===== config.mk =====
export PLATFORM = sky130hd
export DESIGN_NAME = bcd_seq_scan
export DESIGN_NICKNAME = d
export VERILOG_FILES = /design/src/rtl/bcd_seq_scan.sv
export SDC_FILE = /design/constraint.sdc
export NUM_CORES = 1
export LEC_CHECK = 0
export ABC_AREA = 1
export CAP_MARGIN = 40
export CORE_MARGIN = 2
export CORE_UTILIZATION = 41
export DETAILED_ROUTE_END_ITERATION = 10
export PLACE_DENSITY = 0.68
export SLEW_MARGIN = 20
export SYNTH_ARGS = -nofsm -noshare
export SYNTH_HDL_FRONTEND = slang
export SYNTH_SLANG_ARGS = --single-unit

===== constraint.sdc =====
create_clock -name clk100M -period 1.8 [get_ports clk100M]
set_input_delay 0.45 -clock clk100M [delete_from_list [all_inputs] [get_ports clk100M]]
set_output_delay 0.45 -clock clk100M [all_outputs]
set_load 0.02 [all_outputs]

===== src/rtl/bcd_seq_scan.sv =====
// N-digit cascaded BCD up/down counter with load, wrap/saturate terminal mode
// and a time-multiplexed common-anode 7-segment driver.
module bcd_seq_scan #(
  parameter int N_DIGITS = 4,
  parameter int CLK_HZ   = 100_000_000,
  parameter int TICK_HZ  = 1,
  parameter int SCAN_HZ  = 1000,
  parameter int WRAP     = 1
) (
  input  logic                  clk100M,
  input  logic                  sys_rst,
  input  logic                  en,
  input  logic                  U_D,
  input  logic                  load,
  input  logic [4*N_DIGITS-1:0] load_val,
  input  logic [N_DIGITS-1:0]   dp_sel,
  output logic [4*N_DIGITS-1:0] count,
  output logic                  carry,
  output logic                  CA,
  output logic                  CB,
  output logic                  CC,
  output logic                  CD,
  output logic                  CE,
  output logic                  CF,
  output logic                  CG,
  output logic                  DP,
  output logic [7:0]            AN
);

  localparam int TICK_DIV = CLK_HZ / TICK_HZ;
  localparam int SCAN_DIV = CLK_HZ / SCAN_HZ;
  localparam int TW = (TICK_DIV > 1) ? $clog2(TICK_DIV) : 1;
  localparam int SW = (SCAN_DIV > 1) ? $clog2(SCAN_DIV) : 1;
  localparam int IW = (N_DIGITS > 1) ? $clog2(N_DIGITS) : 1;

  logic [TW-1:0] tick_cnt;
  logic [SW-1:0] scan_cnt;
  logic [IW-1:0] idx;
  logic          tick;
  logic          scan_max;

  logic [4*N_DIGITS-1:0] nxt;
  logic [4*N_DIGITS-1:0] lv;
  logic                  term;
  logic                  rip;
  logic [3:0]            d;

  logic [3:0] cur;
  logic       dp_cur;
  logic [7:0] an_nxt;

  assign tick     = (tick_cnt == TW'(TICK_DIV - 1));
  assign scan_max = (scan_cnt == SW'(SCAN_DIV - 1));

  always_ff @(posedge clk100M) begin
    if (sys_rst)   tick_cnt <= '0;
    else if (tick) tick_cnt <= '0;
    else           tick_cnt <= tick_cnt + 1'b1;
  end

  // Ripple carry/borrow through all digits in one cycle; term = all-9/all-0
  always_comb begin
    nxt = count;
    rip = 1'b1;
    d   = '0;
    for (int i = 0; i < N_DIGITS; i++) begin
      d = count[4*i +: 4];
      if (rip) begin
        if (U_D) begin
          if (d == 4'd9) begin
            nxt[4*i +: 4] = 4'd0;
          end else begin
            nxt[4*i +: 4] = d + 4'd1;
            rip = 1'b0;
          end
        end else begin
          if (d == 4'd0) begin
            nxt[4*i +: 4] = 4'd9;
          end else begin
            nxt[4*i +: 4] = d - 4'd1;
            rip = 1'b0;
          end
        end
      end
    end
    term = rip;
  end

  always_comb begin
    lv = load_val;
    for (int i = 0; i < N_DIGITS; i++) begin
      if (load_val[4*i +: 4] > 4'd9) lv[4*i +: 4] = 4'd9;
    end
  end

  always_ff @(posedge clk100M) begin
    if (sys_rst) begin
      count <= '0;
      carry <= 1'b0;
    end else if (load) begin
      count <= lv;
      carry <= 1'b0;
    end else if (tick && en) begin
      carry <= term;
      if (!term || WRAP != 0) count <= nxt;
    end else begin
      carry <= 1'b0;
    end
  end

  always_ff @(posedge clk100M) begin
    if (sys_rst) begin
      scan_cnt <= '0;
      idx      <= '0;
    end else if (scan_max) begin
      scan_cnt <= '0;
      if (idx == IW'(N_DIGITS - 1)) idx <= '0;
      else                          idx <= idx + 1'b1;
    end else begin
      scan_cnt <= scan_cnt + 1'b1;
    end
  end

  always_comb begin
    cur    = '0;
    dp_cur = 1'b0;
    an_nxt = 8'hFF;
    for (int i = 0; i < N_DIGITS; i++) begin
      if (idx == IW'(i)) begin
        cur       = count[4*i +: 4];
        dp_cur    = dp_sel[i];
        an_nxt[i] = 1'b0;
      end
    end
  end

  function automatic logic [6:0] seg_of(input logic [3:0] v);
    case (v)
      4'd0:    seg_of = 7'b0000001;
      4'd1:    seg_of = 7'b1001111;
      4'd2:    seg_of = 7'b0010010;
      4'd3:    seg_of = 7'b0000110;
      4'd4:    seg_of = 7'b1001100;
      4'd5:    seg_of = 7'b0100100;
      4'd6:    seg_of = 7'b0100000;
      4'd7:    seg_of = 7'b0001111;
      4'd8:    seg_of = 7'b0000000;
      4'd9:    seg_of = 7'b0000100;
      default: seg_of = 7'b1111111;
    endcase
  endfunction

  always_ff @(posedge clk100M) begin
    if (sys_rst) begin
      {CA, CB, CC, CD, CE, CF, CG} <= 7'b1111111;
      DP <= 1'b1;
      AN <= 8'hFF;
    end else begin
      {CA, CB, CC, CD, CE, CF, CG} <= seg_of(cur);
      DP <= ~dp_cur;
      AN <= an_nxt;
    end
  end

endmodule

# Yosys cells after proc, flatten, opt, wreduce, memory -nomap -nowiden
# Memory sizes are Yosys's and may differ from the RTL's. A register that Yosys moved wholly into a read port is not among the register bits.
# Cells that the tools add are included.
# op_classes
muxes	48
n_bitwise	3
n_addsub	11
magnitude_cmp	4
reduce_logical	16
eq_ne	9
# op_table
op	n
two-way mux 4 bit	23
two-way mux 16 bit	2
adder 27 x 1 -> 27 bit (second input constant)	1
== test 27 bit (second input constant)	1
two-way mux 1 bit	22
adder 17 x 1 -> 17 bit (second input constant)	1
== test 17 bit (second input constant)	1
adder 4 x 1 -> 4 bit (second input constant)	4
== test 4 bit (second input constant)	4
> comparator 4 bit (second input constant)	4
logical NOT 4 bit	4
subtractor 4 x 1 -> 4 bit (second input constant)	4
nonzero test 2 bit	4
AND reduction 2 bit	3
== test 2 bit (second input constant)	2
OR reduction 2 bit	2
OR reduction 4 bit	1
inverter 1 bit	3
adder 2 x 1 -> 2 bit (second input constant)	1
== test 2 x 1 -> 1 bit (second input constant)	1
logical NOT 2 bit	1
two-way mux 2 bit	1
logical AND 1 bit	1
# word_totals
n_memories	1
register_bits	72
romBits	112
output_inout_bits	33
word_cells	103
# mem_list
name	depth	word_bits	read_ports	rd_ports_with_merged_regs	wr	line_no	text
(name not given)	16	7	1	1	0	138	case (v)

# Logic depth before layout (Yosys ltp)
# Gate-level depths: netlist (run 1).
# depth
ltp_word	8
ltp_mapped	14

# Least setup slack after synthesis (run 1)
# OpenSTA, ideal clock, no wires.
# synth_path
path_type	register -> register
from	register idx[0]
to	register CA
setup_time_ps	131
setup_slack_ps	-223
arrival_time_ps	1892
stages_incl_launch_ff	10
synth_period_minus_slack_ps	2023
required_time_ps	1669
cell_sequence	dfxtp_1 > ha_1 > clkbuf_1 > inv_1 > o21ai_0 > inv_1 > ha_1 > or2_2 > nand3_1 > nand3_1
# synth_via
elab_chain_len	5
elab_cells_between_ends	8
# synth_rtl
item	line_no	text
start, declared	38	logic [IW-1:0] idx;
start signal, assigned	118	else idx <= idx + 1'b1;
logical NOT 2 bit	129	if (idx == IW'(i)) begin
two-way mux 4 bit (3 in series)	129	
two-way mux 4 bit (*)	129	
end, declared	19	output logic CA,
# Mark *: on every way between the ends. The rest lies on a longest branch, timed or not.
# A chain may end at the register's enable or synchronous reset.

# Final worst setup path (run 1)
# layout_path
from	register idx[1]
to	register CA
# The elaborated chain is that of the path after synthesis.

==> flow_summary.ini, run 1 <==
[floorplanning]
die-area_sq_um = 11800
core_area_sq_um = 10700
rows = 38
chipHeight_um = 109
initial_core_util = 0.418
ios = 58
fp.dieW_um = 109

[critical_path]
end_kind = register
worst-path-max-fanout = 4
crit_slowest_cell = dfxtp_2
critPathKind = reg -> reg
cp.required_ns = 2.04
rr_worst_depth = 12
arrival_ns = 2.06
slowest_delay_ns = 0.36
reg2reg_slack_ns = -0.02
crit_chain = inv_2, ha_4, inv_4, nand2_4, o21ai_2, nand2_1, nand2_2, inv_2, ha_4, or2_4, nand3_2, nand3_2
worstReg2RegStart = idx[1]
reg2reg_to = CA
crit_buf_inv = 3
cp_top_family = simple AND/OR/NAND/NOR gates
worst_setup_path_start_kind = register

[drt]
via_count = 4701
wl_um = 11700
drc = 0
wl_per_cell_um = 12.5
via_per_inst = 5.00
antenna_left = 0
dr.first_iter.drc_count = 302
drtPass1Iterations = 5

[placement]
dp_slack_ns = -0.154
dp_hpwl_um = 8700
place_congestion = 0.938
placed_area_sq_um = 5520
io_buffers = 53

[logic_synthesis]
synth.cell_area_sq_um = 4490
ys_top_cells_by_count = nand2_1, nor2_1, inv_1
yosys.area.top_type_share = 0.334
synth_seq_area_share = 0.334
syn_inst = 692
synth.distinct_cells = 43
synth_largest_area_cell = dfxtp_1
yosysMostFrequentCell = nand2_1
async_reset_ff_frac = 0
syn-mean-instance-area_sq_um = 6.49
synthFlopType = dfxtp_1
synth_edf_count = 0
yosysWarningCount = 0
synth_seq_cells = 75
synthTopCellsByArea = dfxtp_1, nand2_1, nor2_1, nand3_1, inv_1

[global_routing]
grt_pass1_vias = 4441
grt_overflow = 0
grt_max_degree = 19
grtUsageTotal = 0.205
antenna_found_initial = 0
grt_pass1_wl_um = 19300

[flow_run]
drv_cap = 0

[pwr]
comb_power_share = 0.214
fin_total_pwr_mw = 3.73
sw_frac_of_total = 0.309
leakagePower_nw = 2.68
power.density_nw_per_um2 = 633
vdd_drop_max_uv = 482
p_clk_frac = 0.313
seqPwrFrac = 0.473
p_int_mw = 2.58
switchingPower_mw = 1.15

[sta]
min_period_ns = 1.82
min_period_over_period = 1.01
drv_slew = 0
clock.fmax_mhz = 551
skew_ns = 0.0121
tns_ns = -0.0150
finalSetupViolations = 1
hold_violations = 0
rsz0062_at_grt = yes
layout_setup_ws_ns = -0.0150

[clock_tree]
hold_buffers = 0
clk_pin_slew_ns = 0.08
clk_latency_ns = 0.36
clockRootBuffer = clkbuf_8
htree_levels = 3
cts_tree = built
clk_path_buf_depth = 2
cts_sinks = 75
cts_made_buffers = 9

[layout]
nFillCells = 1069
num-nets-final = 832
final_area_sq_um = 5890
area_delta_synth_final_pct = 31.2
layout-drive-gt1-share = 0.178
n_antenna_cell = 0

[min_path]
hold_end = scan_cnt[0]
min_from = scan_cnt[0]
hold_path_depth = 1
hp-class = reg -> reg

[outcome]
failed_checks = setup timing
status = finished, violations left
-- stage by stage --
step | cells | hold WS [ns] | util
final | 940 | 0.454 | 0.549
after global routing | 940 | 0.478 | 0.549
after detailed placement | 914 | 0.446 | 0.513
after global placement | 914 | 0.430 | 0.513
after floorplan | 695 | 0.418 | -
after CTS | 935 | 0.464 | 0.534
-- layer usage --
metal	global-route usage	vias to the layer above	wire length, um
met1	0.266	2137	5280
met3	0.0430	16	702
met5	0	-	0
met2	0.336	143	5550
li1	-	2405	-
met4	0.0723	0	185
-- worst reg2reg max path: cells and delay by family (launching register included) --
| family | cells | cell delay, ns |
|---|---|---|
| AND/OR/NAND/NOR | 6 | 0.64 |
| flip-flops | 1 | 0.36 |
| adder cells (fa/ha/maj) | 2 | 0.33 |
| buffers and inverters | 3 | 0.21 |
| AO/OA/AOI/OAI | 1 | 0.15 |
-- layout by cell type, fill, tap and decap left out, types with 3 or more instances in the layout --
master,count
nor2_1,88
xor2_1,18
o21ai_1,3
a21oi_1,39
clkinv_2,3
a211oi_1,4
conb_1,4
dfxtp_1,71
nor2_2,6
dlygate4sd2_1,12
nand2_2,11
inv_2,12
buf_12,3
buf_4,49
clkbuf_8,10
ha_1,4
xnor2_1,4
nor2_4,5
nor3b_1,5
dfxtp_2,3
nand3_2,7
nand3_1,60
buf_6,4
ha_2,5
nor3_1,17
a21oi_2,3
dlymetal6s2s_1,4
o21ai_0,22
inv_1,78
nand4_1,10
clkdlybuf4s50_1,37
nand2_1,167
-- final cells by class --
cell class	instances	area, sq um	area share
Clock buffer	10	138	0.0233
Clock inverter	5	30.0	0.00509
Inverter	91	344	0.0584
Multi-Input combinational cell	510	2700	0.458
Sequential cell	75	1510	0.256
Tap cell	140	175	0.0297
Timing Repair Buffer	109	998	0.169
-- cells by family (layout without fill, tap and decap cells) --
| kind of cell | after synthesis | count (layout) | synth area share |
|---|---|---|---|
| XOR/XNOR | 22 | 22 | 0.0429 |
| AND/OR/NAND/NOR | 391 | 391 | 0.394 |
| buffers and inverters | 110 | 215 | 0.0994 |
| AO/OA/AOI/OAI | 82 | 82 | 0.0980 |
| adder cells (fa/ha/maj) | 11 | 11 | 0.0306 |
| other | 1 | 4 | 0.000835 |
| flip-flops | 75 | 75 | 0.334 |
-- what timing repair did --
item	in CTS	in global routing
endpoints found under the setup margin	19	21
pin swaps	3	11
setup buffers	6	5
resized for setup	22	32
-- power by group through the flow --
stage / logic (mW) / clock network, mW / registers [mW]
floorplan: 0.395 / 0 / 1.87
global placement: 0.752 / 0 / 1.80
detailed placement: 0.769 / 0 / 1.81
CTS: 0.766 / 1.21 / 1.76
global route: 0.890 / 1.26 / 1.77
finish: 0.797 / 1.17 / 1.77
-- sequential cells by signal, indices dropped and copies added, names as in the netlist --
name,cells
AN,4
scan_cnt,17
CC,1
CD,1
idx,2
CB,1
count,16
CF,1
CE,1
CA,1
CG,1
carry,1
tick_cnt,27
DP,1
-- how the worst max path moves through the flow --
stage / slack [ns] / depth (start not counted) / end / startpoint
final: -0.02 / 12 / CA / idx[1]
after global routing: -0.12 / 12 / CA / idx[1]
after CTS: -0.002 / 12 / CD / idx[1]
after detailed placement: -0.15 / 9 / count[15] / U_D
after global placement: -0.11 / 9 / count[15] / U_D
after floorplan: 0.04 / 11 / CD / idx[0]
No activity file was read; power rests on OpenSTA's default activity.
==> inputs of run 2 (changes only) <==
--- a/config.mk
+++ b/config.mk
@@ -5,7 +5,6 @@
 export SDC_FILE = /design/constraint.sdc
 export NUM_CORES = 1
 export LEC_CHECK = 0
-export ABC_AREA = 1
 export CAP_MARGIN = 40
 export CORE_MARGIN = 2
 export CORE_UTILIZATION = 41
==> flow_summary.ini, run 2 <==
[logic_synthesis]
synth_seq_area_share = 0.339
yosysWarningCount = 0
synthTopCellsByArea = dfxtp_1, nor2_1, xnor2_1, nand3_1, o21ai_0
synth_largest_area_cell = dfxtp_1
synth_edf_count = 0
syn_inst = 550
syn-mean-instance-area_sq_um = 8.06
async_reset_ff_frac = 0
synth.distinct_cells = 71
yosys.area.top_type_share = 0.339
synth.cell_area_sq_um = 4430
synthFlopType = dfxtp_1
yosysMostFrequentCell = nor2_1
synth_seq_cells = 75
ys_top_cells_by_count = nor2_1, dfxtp_1, nand2_1

[global_routing]
antenna_found_initial = 0
grt_max_degree = 18
grt_pass1_wl_um = 20600
grt_overflow = 0
grtUsageTotal = 0.222
grt_busiest_layer = met2
use_met2 = 0.382
grt_pass1_vias = 4345
use_met3 = 0.0416
grtUsageMet1 = 0.271

[min_path]
hp-class = reg -> reg
hold_path_depth = 1

[sta]
hold_violations = 0
layout_setup_ws_ns = -0.224
min_period_over_period = 1.12
skew_ns = 0.0164
clock.fmax_mhz = 494
drv_slew = 0
finalSetupViolations = 51
rsz0062_at_grt = yes
min_period_ns = 2.02
relSlewSlack = 0.659
worst_pin_slew_ns = 0.507

[layout]
largest_register_ff_count = 27
n_antenna_cell = 0
area_delta_synth_final_pct = 44.5
fin_util = 0.615
layout-drive-gt1-share = 0.317
num-nets-final = 720
nFillCells = 915
final_cell_mix = buf_4, dfxtp_1, nor2_1
layout_commonest_cell = buf_4
regMostFlops = tick_cnt
reg_top3 = tick_cnt: 27 flops, scan_cnt: 17 flops, count: 16 flops

[critical_path]
setup.worst_path.start = idx[1]
rr_worst_depth = 10
path_depth = 10
worstReg2RegStart = idx[1]
reg2reg_to = CD
end_kind = register
crit_chain = inv_4, ha_4, nand3b_1, a221oi_4, a21oi_2, buf_6, ha_4, a21oi_2, o21ai_1, a21o_1
cp_top_family = compound AO/OA/AOI/OAI gates
critPathKind = reg -> reg
reg2reg_slack_ns = -0.22
crit_buf_inv = 2
critPathCapture = CD
cp.required_ns = 2.06
worst-path-max-fanout = 5
worst_setup_path_start_kind = register
arrival_ns = 2.28
slowest_delay_ns = 0.37
crit_slowest_cell = dfxtp_4

[drt]
via_count = 4496
wl_um = 12600
via_per_inst = 5.46
antenna_left = 0
dr.first_iter.drc_count = 253
drc = 0
drtPass1Iterations = 4
wl_per_cell_um = 15.3

[floorplanning]
initial_core_util = 0.426
rows = 37
core_area_sq_um = 10400
die-area_sq_um = 11700
fp.dieW_um = 108
chipHeight_um = 108
ios = 58

[pwr]
power.density_nw_per_um2 = 578
fin_total_pwr_mw = 3.70
leakagePower_nw = 2.45
vdd_drop_max_uv = 364

[placement]
io_buffers = 53
place_congestion = 0.928
dp_hpwl_um = 8520
dp_slack_ns = -0.594

[clock_tree]
clockRootBuffer = clkbuf_8
clk_path_buf_depth = 2
clk_pin_slew_ns = 0.07
clk_latency_ns = 0.37
cts_made_buffers = 9
cts_sinks = 75
cts_tree = built
htree_levels = 3
hold_buffers = 0

[flow_run]
drv_cap = 0

[outcome]
failed_checks = setup timing
status = finished, violations left
==> run 2: cell count changes in the layout (fill, tap and decap cells not counted), moves of 8 or more <==
cell and change:
nand2_1 -131, inv_1 -63, buf_4 +44, nand3_1 -34, a21oi_1 -31, xnor2_1 +28, nor2_1 -25, inv_2 -11
nand2_2 -11, nand2b_1 +11, a21o_1 +8
==> run 2: worst min path at each step <==
stage,startpoint,to,slack [ns]
3_5_place_dp,scan_cnt[0],scan_cnt[0],0.46
4_1_cts,scan_cnt[0],scan_cnt[0],0.47
2_1_floorplan,tick_cnt[0],tick_cnt[0],0.43
6_report,scan_cnt[0],scan_cnt[0],0.47
3_3_place_gp,scan_cnt[0],scan_cnt[0],0.44
5_1_grt,scan_cnt[0],scan_cnt[0],0.52
==> run 2: timing repair <==
item | in CTS | in global routing
pin swaps | 40 | 20
endpoints found under the hold margin | 0 | 0
resized for setup | 78 | 38
setup endpoints to repair | 66 | 54
gates cloned | 3 | 1
setup buffers | 14 | 3
==> run 2: through the flow <==
stage	std cells	instance area, sq um	hold WS, ns	setup TNS (ns)
after floorplan	553	4600	0.426	-2.02
after global placement	791	5730	0.443	-14.12
after CTS	822	6280	0.473	-4.97
after detailed placement	791	5730	0.455	-14.94
after global routing	823	6400	0.516	-9.74
final	823	6400	0.468	-5.76
==> run 2: logic make-up after synthesis <==
logic type	after synthesis	share of synthesized area
flip-flops	75	0.339
XOR/XNOR	47	0.0971
other	1	0.000846
adder cells (fa/ha/maj)	11	0.0310
AND/OR/NAND/NOR	243	0.291
multiplexers	5	0.0113
AO/OA/AOI/OAI	108	0.167
buffers and inverters	60	0.0629
==> run 2: layer usage <==
metal / up-vias / routed length, um
li1: 2214 / -
met1: 2134 / 5470
met2: 123 / 6180
met3: 25 / 646
met4: 0 / 301
met5: - / 0
==> run 2: cell type report <==
cell class / count / area, sq um / area share
clock inverters: 3 / 15.0 / 0.00234
clock buffers: 11 / 151 / 0.0236
multi-input cells: 419 / 3090 / 0.482
well taps: 136 / 170 / 0.0266
repair buffers: 159 / 1380 / 0.216
flip-flops and latches: 75 / 1520 / 0.237
inverters: 20 / 82.6 / 0.0129
==> run 2: report_power, final <==
| part | leakage [nW] | total, mW | switching (mW) | internal [mW] |
|---|---|---|---|---|
| clock | 0.0908 | 1.19 | 0.638 | 0.554 |
| combinational | 1.74 | 0.752 | 0.393 | 0.359 |
| sequential | 0.616 | 1.76 | 0.0478 | 1.71 |
| total | 2.45 | 3.70 | 1.08 | 2.62 |
